===== config.mk =====
export PLATFORM = sky130hd
export DESIGN_NAME = vga_scan_driver
export DESIGN_NICKNAME = d
export VERILOG_FILES = /design/src/rtl/vga_scan_driver.sv
export SDC_FILE = /design/constraint.sdc
export NUM_CORES = 1
export LEC_CHECK = 0
export CAP_MARGIN = 20
export CORE_ASPECT_RATIO = 0.75
export CORE_MARGIN = 2
export CORE_UTILIZATION = 35
export CTS_BUF_LIST = sky130_fd_sc_hd__clkbuf_4
export DETAILED_ROUTE_END_ITERATION = 12
export SYNTH_ARGS = -nofsm -noshare
export SYNTH_HDL_FRONTEND = slang
export SYNTH_SLANG_ARGS = --single-unit

===== constraint.sdc =====
create_clock -name clk -period 4.2 [get_ports clk]
set_input_delay 0.42 -clock clk [delete_from_list [all_inputs] [get_ports clk]]
set_output_delay 0.42 -clock clk [all_outputs]
set_load 0.05 [all_outputs]

===== src/rtl/vga_scan_driver.sv =====
// VGA raster generator: drives col/row to the scene mux, delays de/sync to
// match the scene read latency, and registers rgb/sync onto the board pins.
module vga_scan_driver #(
  parameter int H_ACTIVE = 800,
  parameter int H_FP     = 56,
  parameter int H_SYNC   = 120,
  parameter int H_BP     = 64,
  parameter int V_ACTIVE = 600,
  parameter int V_FP     = 37,
  parameter int V_SYNC   = 6,
  parameter int V_BP     = 23,
  parameter bit SYNC_POL = 1'b1,
  parameter int RD_LAT   = 1
) (
  input  logic        clk,
  input  logic        rstn,
  input  logic [11:0] pix_rgb,
  output logic [9:0]  col,
  output logic [9:0]  row,
  output logic        de,
  output logic        frame_start,
  output logic        vga_hs,
  output logic        vga_vs,
  output logic [3:0]  vga_r,
  output logic [3:0]  vga_g,
  output logic [3:0]  vga_b
);

  localparam int H_TOTAL = H_ACTIVE + H_FP + H_SYNC + H_BP;
  localparam int V_TOTAL = V_ACTIVE + V_FP + V_SYNC + V_BP;
  localparam int SR_W    = (RD_LAT > 0) ? RD_LAT : 1;

  localparam logic [10:0] H_LAST = 11'(H_TOTAL - 1);
  localparam logic [10:0] H_ACT  = 11'(H_ACTIVE);
  localparam logic [10:0] HS_BEG = 11'(H_ACTIVE + H_FP);
  localparam logic [10:0] HS_END = 11'(H_ACTIVE + H_FP + H_SYNC);
  localparam logic [9:0]  V_LAST = 10'(V_TOTAL - 1);
  localparam logic [9:0]  V_ACT  = 10'(V_ACTIVE);
  localparam logic [9:0]  VS_BEG = 10'(V_ACTIVE + V_FP);
  localparam logic [9:0]  VS_END = 10'(V_ACTIVE + V_FP + V_SYNC);

  logic [10:0] h_cnt;
  logic [9:0]  v_cnt;
  logic        in_view;
  logic        hs_act;
  logic        vs_act;
  logic        de_d;
  logic        hs_d;
  logic        vs_d;

  always_ff @(posedge clk or negedge rstn) begin
    if (!rstn) begin
      h_cnt <= '0;
      v_cnt <= '0;
    end else if (h_cnt == H_LAST) begin
      h_cnt <= '0;
      v_cnt <= (v_cnt == V_LAST) ? '0 : v_cnt + 10'd1;
    end else begin
      h_cnt <= h_cnt + 11'd1;
    end
  end

  // rstn gates the address side so de/frame_start read 0 while reset is held,
  // even though the counters already sit at 0/0.
  assign in_view     = (h_cnt < H_ACT) && (v_cnt < V_ACT);
  assign de          = rstn && in_view;
  assign col         = de ? h_cnt[9:0] : '0;
  assign row         = de ? v_cnt : '0;
  assign frame_start = rstn && (h_cnt == '0) && (v_cnt == '0);

  // Sync flags are kept active-high internally; polarity is applied at the pins.
  assign hs_act = (h_cnt >= HS_BEG) && (h_cnt < HS_END);
  assign vs_act = (v_cnt >= VS_BEG) && (v_cnt < VS_END);

  generate
    if (RD_LAT == 0) begin : g_no_lat
      assign de_d = de;
      assign hs_d = hs_act;
      assign vs_d = vs_act;
    end else begin : g_lat
      logic [SR_W-1:0] de_sr;
      logic [SR_W-1:0] hs_sr;
      logic [SR_W-1:0] vs_sr;

      always_ff @(posedge clk or negedge rstn) begin
        if (!rstn) begin
          de_sr <= '0;
          hs_sr <= '0;
          vs_sr <= '0;
        end else begin
          de_sr[0] <= de;
          hs_sr[0] <= hs_act;
          vs_sr[0] <= vs_act;
          for (int i = 1; i < SR_W; i++) begin
            de_sr[i] <= de_sr[i-1];
            hs_sr[i] <= hs_sr[i-1];
            vs_sr[i] <= vs_sr[i-1];
          end
        end
      end

      assign de_d = de_sr[SR_W-1];
      assign hs_d = hs_sr[SR_W-1];
      assign vs_d = vs_sr[SR_W-1];
    end
  endgenerate

  // pix_rgb is muxed away outside the visible area so X from the scene never reaches the pins.
  always_ff @(posedge clk or negedge rstn) begin
    if (!rstn) begin
      {vga_r, vga_g, vga_b} <= 12'h000;
      vga_hs                <= ~SYNC_POL;
      vga_vs                <= ~SYNC_POL;
    end else begin
      {vga_r, vga_g, vga_b} <= de_d ? pix_rgb : 12'h000;
      vga_hs                <= SYNC_POL ? hs_d : ~hs_d;
      vga_vs                <= SYNC_POL ? vs_d : ~vs_d;
    end
  end

endmodule


==> results of run 1 <==
==> sequential cells by signal, indices dropped and copies added, names as in the netlist <==
register / flops
h_cnt: 11
de_d: 1
vga_vs: 1
v_cnt: 10
vga_g: 4
vga_r: 4
g_lat.hs_sr: 1
vga_hs: 1
g_lat.vs_sr: 1
vga_b: 4
==> where the power goes <==
group | switching, uW | total (uW) | internal [uW]
Sequential | 2.61 | 375 | 372
Clock | 126 | 309 | 183
Combinational | 44.8 | 73.4 | 28.6
==> critical path: stages (launching register included) <==
cell and delay (ps):
dfrtp_1 500, or4_4 580, nor3_1 140, nand3_1 90, nor3_1 240, clkdlybuf4s50_1 850
==> cell families after synthesis <==
logic type,Yosys count,share of synthesized area (%)
mux,2,1.06
flops,38,50.4
simple gates,94,29.5
buf+inv,18,4.44
xor+xnor,10,4.64
fa+ha+maj,6,3.98
compound gates,20,6.03
==> how the worst max path moves through the flow <==
stage	cells after the start	startpoint	end	slack [ps]
2_1_floorplan	5	h_cnt[4]$_DFF_PN0_	frame_start	1460
3_3_place_gp	5	h_cnt[4]$_DFF_PN0_	frame_start	1450
3_5_place_dp	5	h_cnt[4]$_DFF_PN0_	frame_start	1420
4_1_cts	5	h_cnt[4]$_DFF_PN0_	frame_start	1020
5_1_grt	5	h_cnt[4]$_DFF_PN0_	frame_start	890
6_report	5	h_cnt[4]$_DFF_PN0_	frame_start	1050
==> per-stage QoR <==
stage                     instance area [um2]  total power (uW)  hold slack (ps)
after floorplan                          1890               418              124
after global placement                   2450               456              334
after detailed placement                 2450               456              336
after CTS                                2550               767              152
after global routing                     2550               792              158
final                                    2550               757              139
==> area by class of cell <==
type                       instances  area [um2]
clock buffer                       5        37.5
sequential                        38         951
multi-input combinational        132         860
fill                             511        2710
inverter                           7        26.3
clock inverter                     3        63.8
tap                               75        93.8
timing repair buffer              54         520
==> cells in the mapped netlist, drive strengths merged, types with 2 or more instances <==
library cell | number | area (um2)
a21oi | 7 | 35.0
a31oi | 2 | 12.5
and2 | 34 | 214
and3 | 2 | 12.5
buf | 3 | 27.5
clkbuf | 8 | 30.0
dfrtp | 38 | 951
ha | 6 | 75.1
inv | 7 | 26.3
mux2i | 2 | 20.0
nand2 | 9 | 33.8
nand2b | 2 | 12.5
nand3 | 11 | 55.1
nand4 | 7 | 43.8
nor2 | 9 | 33.8
nor3 | 4 | 20.0
nor4 | 5 | 31.3
nor4bb | 2 | 20.0
o21ai | 7 | 35.0
or4 | 4 | 37.5
xnor2 | 3 | 26.3
xor2 | 7 | 61.3
==> per-layer routing <==
layer  vias up  wire, um  global-route usage (%)
met5         -         0                       0
met4         0        14                    2.84
met3         2       279                    4.03
met2        58      1700                    22.0
met1       721      2220                    22.6
li1        752         -                       -
==> summary.md, run 1 <==
| Metric | Value |
|---|---|
| Worst Reg2Reg Path Length in Cells | `4` |
| Nets | `258` |
| Area of the core | `5270 um2` |
| # IOs | `50` |
| Max Clk Rate | `0.318 GHz` |
| Final Setup Violations | `0` |
| Vias post-DR | `1533` |
| Synth warn | `0` |
| Reg2Reg Setup Slack | `approximately 1900 ps` |
| Final setup TNS | `0 ps` |
| Reg clk slew, reported paths | `120 ps` |
| Non-filler instance count after layout | `314` |
| Num CTS Buffers | `5` |
| Placer Congestion | `0.818` |
| Min-delay worst type | `input pin to asynchronous set/reset pin` |
| GR Overflow Total | `0` |
| TritonCTS clock tree | `yes` |
| Place WS | `around 1400 ps` |
| Type of destination of the critical path | `output pin` |
| Worst-Skew Late Latency | `330 ps` |
| Net count after synthesis | `208` |
| Max-slew headroom | `64.5%` |
| Remaining antenna violation count | `0` |
| First-pass DRT Iterations | `4` |
| Gr usage total | `15.1%` |
| Power Density | `between 200 and 300 nW/um2` |
| Post-synthesis register bit count | `38` |
| Sequential-to-total area share from yosys stat | `50.4%` |
| Post CTS Setup Buffer Count | `0` |
| Final min period | `3150 ps` |
| Routed WL | `4.21 mm` |
| Predominant post-synthesis flop cell | `dfrtp_1` |
| Slew Limit Fails | `0` |
| Status | `completed` |
| Vias per inst | `4.88` |
| Most frequent cells in the layout | `48 x clkdlybuf4s50_1, 38 x dfrtp_1, 33 x and2_1` |
| Die height | `67.6 um` |
| Worst Skew | `between 6 and 7 ps` |
| Most common cell after layout, fill and taps aside | `clkdlybuf4s50_1` |
| Util after Layout | `48.5%` |
| Distinct cells, synth | `34` |
| Leak Pwr | `0.00109 uW` |
| Post-synth ARST share | `100%` |
| Final worst-path setup slack | `1050 ps` |
| Crit share post-route | `75.0%` |
| Worst reg2reg path endpoint | `v_cnt[4]$_DFFE_PN0N_` |
| Final Hold Fails | `0` |
| Htree depth | `2` |
| Post-Syn Instances | `188` |
| # port buffers | `49` |
| Number of gates resized after CTS | `0` |
| Area delta synth->final | `35.2%` |
| Critical path fanouts, max | `9` |
| CTS Sinks | `38` |
| Worst VDD drop | `about 0.00013 V` |
| Worst path arrival time | `around 2700 ps` |
| Worst Setup Start Kind | `register` |
| Synthesized area | `1890 um2` |
| Post-route DRC | `0` |
| Post-Syn Area per Cell | `10.0 um2` |
| Post-synth EDFFs | `0` |
| Iteration-0 DRC Markers | `73` |
| Clk root buf | `clkbuf_4` |
| Share of layout cells above drive strength 1 | `7.11%` |
| Area of the die | `6000 um2` |
| Dpl cells | `306` |
| Die X | `around 90 um` |
| Initial antenna violation count | `0` |
| Diode count | `0` |
| Post-DP HPWL | `2.97 mm` |
| Initial Utilization | `35.9%` |
| Rows | `23` |
| Unrepaired setup endpoints after global routing | `false` |
| Vias in the first global route | `~1500` |
| Setup Crit Path Kind | `register to output pin` |
| Avg WL per Cell | `13.4 um` |
| Max-cap violations | `0` |
| CTS Buffer Depth | `2` |
| Worst-Margin Slew | `531 ps` |
| Largest net degree at the start of global routing | `39` |
| Worst EP required | `3780 ps` |
| First-pass GRT wire length | `between 7 and 8 mm` |
| Worst R2R Start | `h_cnt[4]$_DFF_PN0_` |
| Cts hold-fix bufs | `0` |
Power figures use the tool's default switching activity.
==> run 2, diff against run 1 <==
==> constraint.sdc (replaced) <==
create_clock -name clk -period 2.7 [get_ports clk]
set_input_delay 0.27 -clock clk [delete_from_list [all_inputs] [get_ports clk]]
set_output_delay 0.27 -clock clk [all_outputs]
set_load 0.05 [all_outputs]
==> run 2 against run 1 <==
  * Via count is 2.1% lower
  * Wire length increased by 1.9%
  * Design area up 6.4%
  * Die area did not move
  * First-iteration DRC count rose by 14%
  * Global-route usage increased by 0.85 points
  * Critical endpoint unchanged
  * The flow now finishes with violations (hold timing)
==> summary.md, run 2 (same netlist as run 1, synthesis figures left out) <==
| Metric | Value |
|---|---|
| Status | `finished with violations` |
| Failing checks | `hold timing` |
| Most frequent cells in the layout | `38 x dfrtp_1, 33 x and2_1, 26 x clkdlybuf4s50_1` |
| Initial antenna violation count | `0` |
| Share of layout cells above drive strength 1 | `16.3%` |
| Rows | `23` |
| Clk root buf | `clkbuf_4` |
| Setup Crit Path Kind | `register to output pin` |
| # IOs | `50` |
| Die X | `88.8 um` |
| Final setup TNS | `0 ps` |
| Gr usage total | `between 10% and 20%` |
| Max-slew headroom | `between 60% and 70%` |
| Cts hold-fix bufs | `0` |
| Min-delay worst type | `input pin to asynchronous set/reset pin` |
| Post-DP Area | `about 2700 um2` |
| TritonCTS clock tree | `yes` |
| P_int | `727 uW` |
| Initial Utilization | `35.9%` |
| WHS | `-1.13 ps` |
| Critical path fanouts, max | `9` |
| Max Clk Rate | `0.417 GHz` |
| Reg clk slew, reported paths | `120 ps` |
| Worst path arrival time | `2130 ps` |
| Post-DP HPWL | `3.06 mm` |
| Avg WL per Cell | `13.7 um` |
| GR Overflow Total | `0` |
| Worst VDD drop | `0.000235 V` |
| Sw Ratio | `26.8%` |
| Worst EP required | `2430 ps` |
| Util after Layout | `51.6%` |
| Final worst-path setup slack | `roughly 300 ps` |
| Worst-Margin Slew | `530 ps` |
| Max-cap violations | `0` |
| Vias in the first global route | `1496` |
| Iteration-0 DRC Markers | `between 80 and 90` |
| Largest reg by FF count | `h_cnt` |
| Area of the core | `5270 um2` |
| First-pass GRT wire length | `~7.3 mm` |
| Crit share post-route | `88.8%` |
| Placer Congestion | `~0.79` |
| Area delta synth->final | `43.8%` |
| Most common cell after layout, fill and taps aside | `dfrtp_1` |
| Htree depth | `2` |
| Clock share of power | `29.0%` |
| Number of flip-flops in the largest register | `11` |
| Regs by FF count | `h_cnt x11, v_cnt x10` |
| Number of gates resized after CTS | `0` |
| Power Density | `366 nW/um2` |
| Num CTS Buffers | `5` |
| Area of the die | `about 6000 um2` |
| Slew Limit Fails | `0` |
| Worst-Skew Late Latency | `340 ps` |
| # port buffers | `49` |
| Diode count | `0` |
| Nets | `between 200 and 300` |
| Switch Pwr | `around 270 uW` |
| Post-route DRC | `0` |
| CTS Sinks | `38` |
| Combinational power share | `~12%` |
| Final min period | `2400 ps` |
| Unrepaired setup endpoints after global routing | `false` |
| Die height | `67.6 um` |
| Vias post-DR | `between 1500 and 2000` |
| Worst Setup Start Kind | `register` |
| Routed WL | `~4.3 mm` |
| Final Setup Violations | `0` |
| Post CTS Setup Buffer Count | `0` |
| Worst Skew | `4.80 ps` |
| Remaining antenna violation count | `0` |
| Seq pwr share | `58.7%` |
| CTS Buffer Depth | `2` |
| Final Hold Fails | `6` |
| Vias per inst | `4.78` |
| Type of destination of the critical path | `output pin` |
| Largest net degree at the start of global routing | `39` |
| First-pass DRT Iterations | `4` |
| Leak Pwr | `about 0.0012 uW` |
| Place WS | `approximately 430 ps` |
| Finished layout cell area | `2720 um2` |
[run 2: worst paths after layout]
check                           depth (start not counted)                  start                   end  slack, ps
worst max-delay path                                    5     h_cnt[4]$_DFF_PN0_           frame_start        300
worst min-delay path                                    2                   rstn    h_cnt[2]$_DFF_PN0_         -1
worst max register to register                          4     h_cnt[4]$_DFF_PN0_  v_cnt[4]$_DFFE_PN0N_        400
worst min register to register                          0  g_lat.hs_sr$_DFF_PN0_      vga_hs$_DFF_PN0_        360
max in group asynchronous                               2                   rstn    vga_g[1]$_DFF_PN0_       2380
min in group clk                                        0  g_lat.hs_sr$_DFF_PN0_      vga_hs$_DFF_PN0_        360
[run 2: metal layers]
layer  GRT usage [%]  wire [um]  vias up
met5               0          0        -
met4            3.41          9        0
met3            4.16        341        2
met2            23.6       1800       61
met1            23.4       2140      693
li1                -          -      745
[run 2: worst max-delay path, stage by stage (launching register included)]
cell and delay [ps]:
dfrtp_1 490, or4_4 580, nor3_1 140, nand3_1 80, nor3_1 250, buf_4 240
[run 2: area by class of cell]
class	instances	area, um2
fill	494	2550
sequential	38	951
multi-input combinational	132	860
timing repair buffer	54	731
tap	75	93.8
clock buffer	5	37.5
inverter	7	26.3
clock inverter	3	16.3
[run 2: per-stage QoR]
| step | instances | total power, uW |
|---|---|---|
| after CTS | 314 | 1010 |
| final | 314 | 992 |
| after global routing | 314 | 1040 |
| after detailed placement | 306 | 718 |
| after floorplan | 188 | 650 |
| after global placement | 306 | 718 |
[run 2: power by group through the flow]
stage               combinational (uW)  sequential, uW  clock [uW]
floorplan                         23.8             626           0
global placement                   124             594           0
detailed placement                 124             594           0
CTS                                125             583         303
global route                       131             584         329
finish                             122             582         288
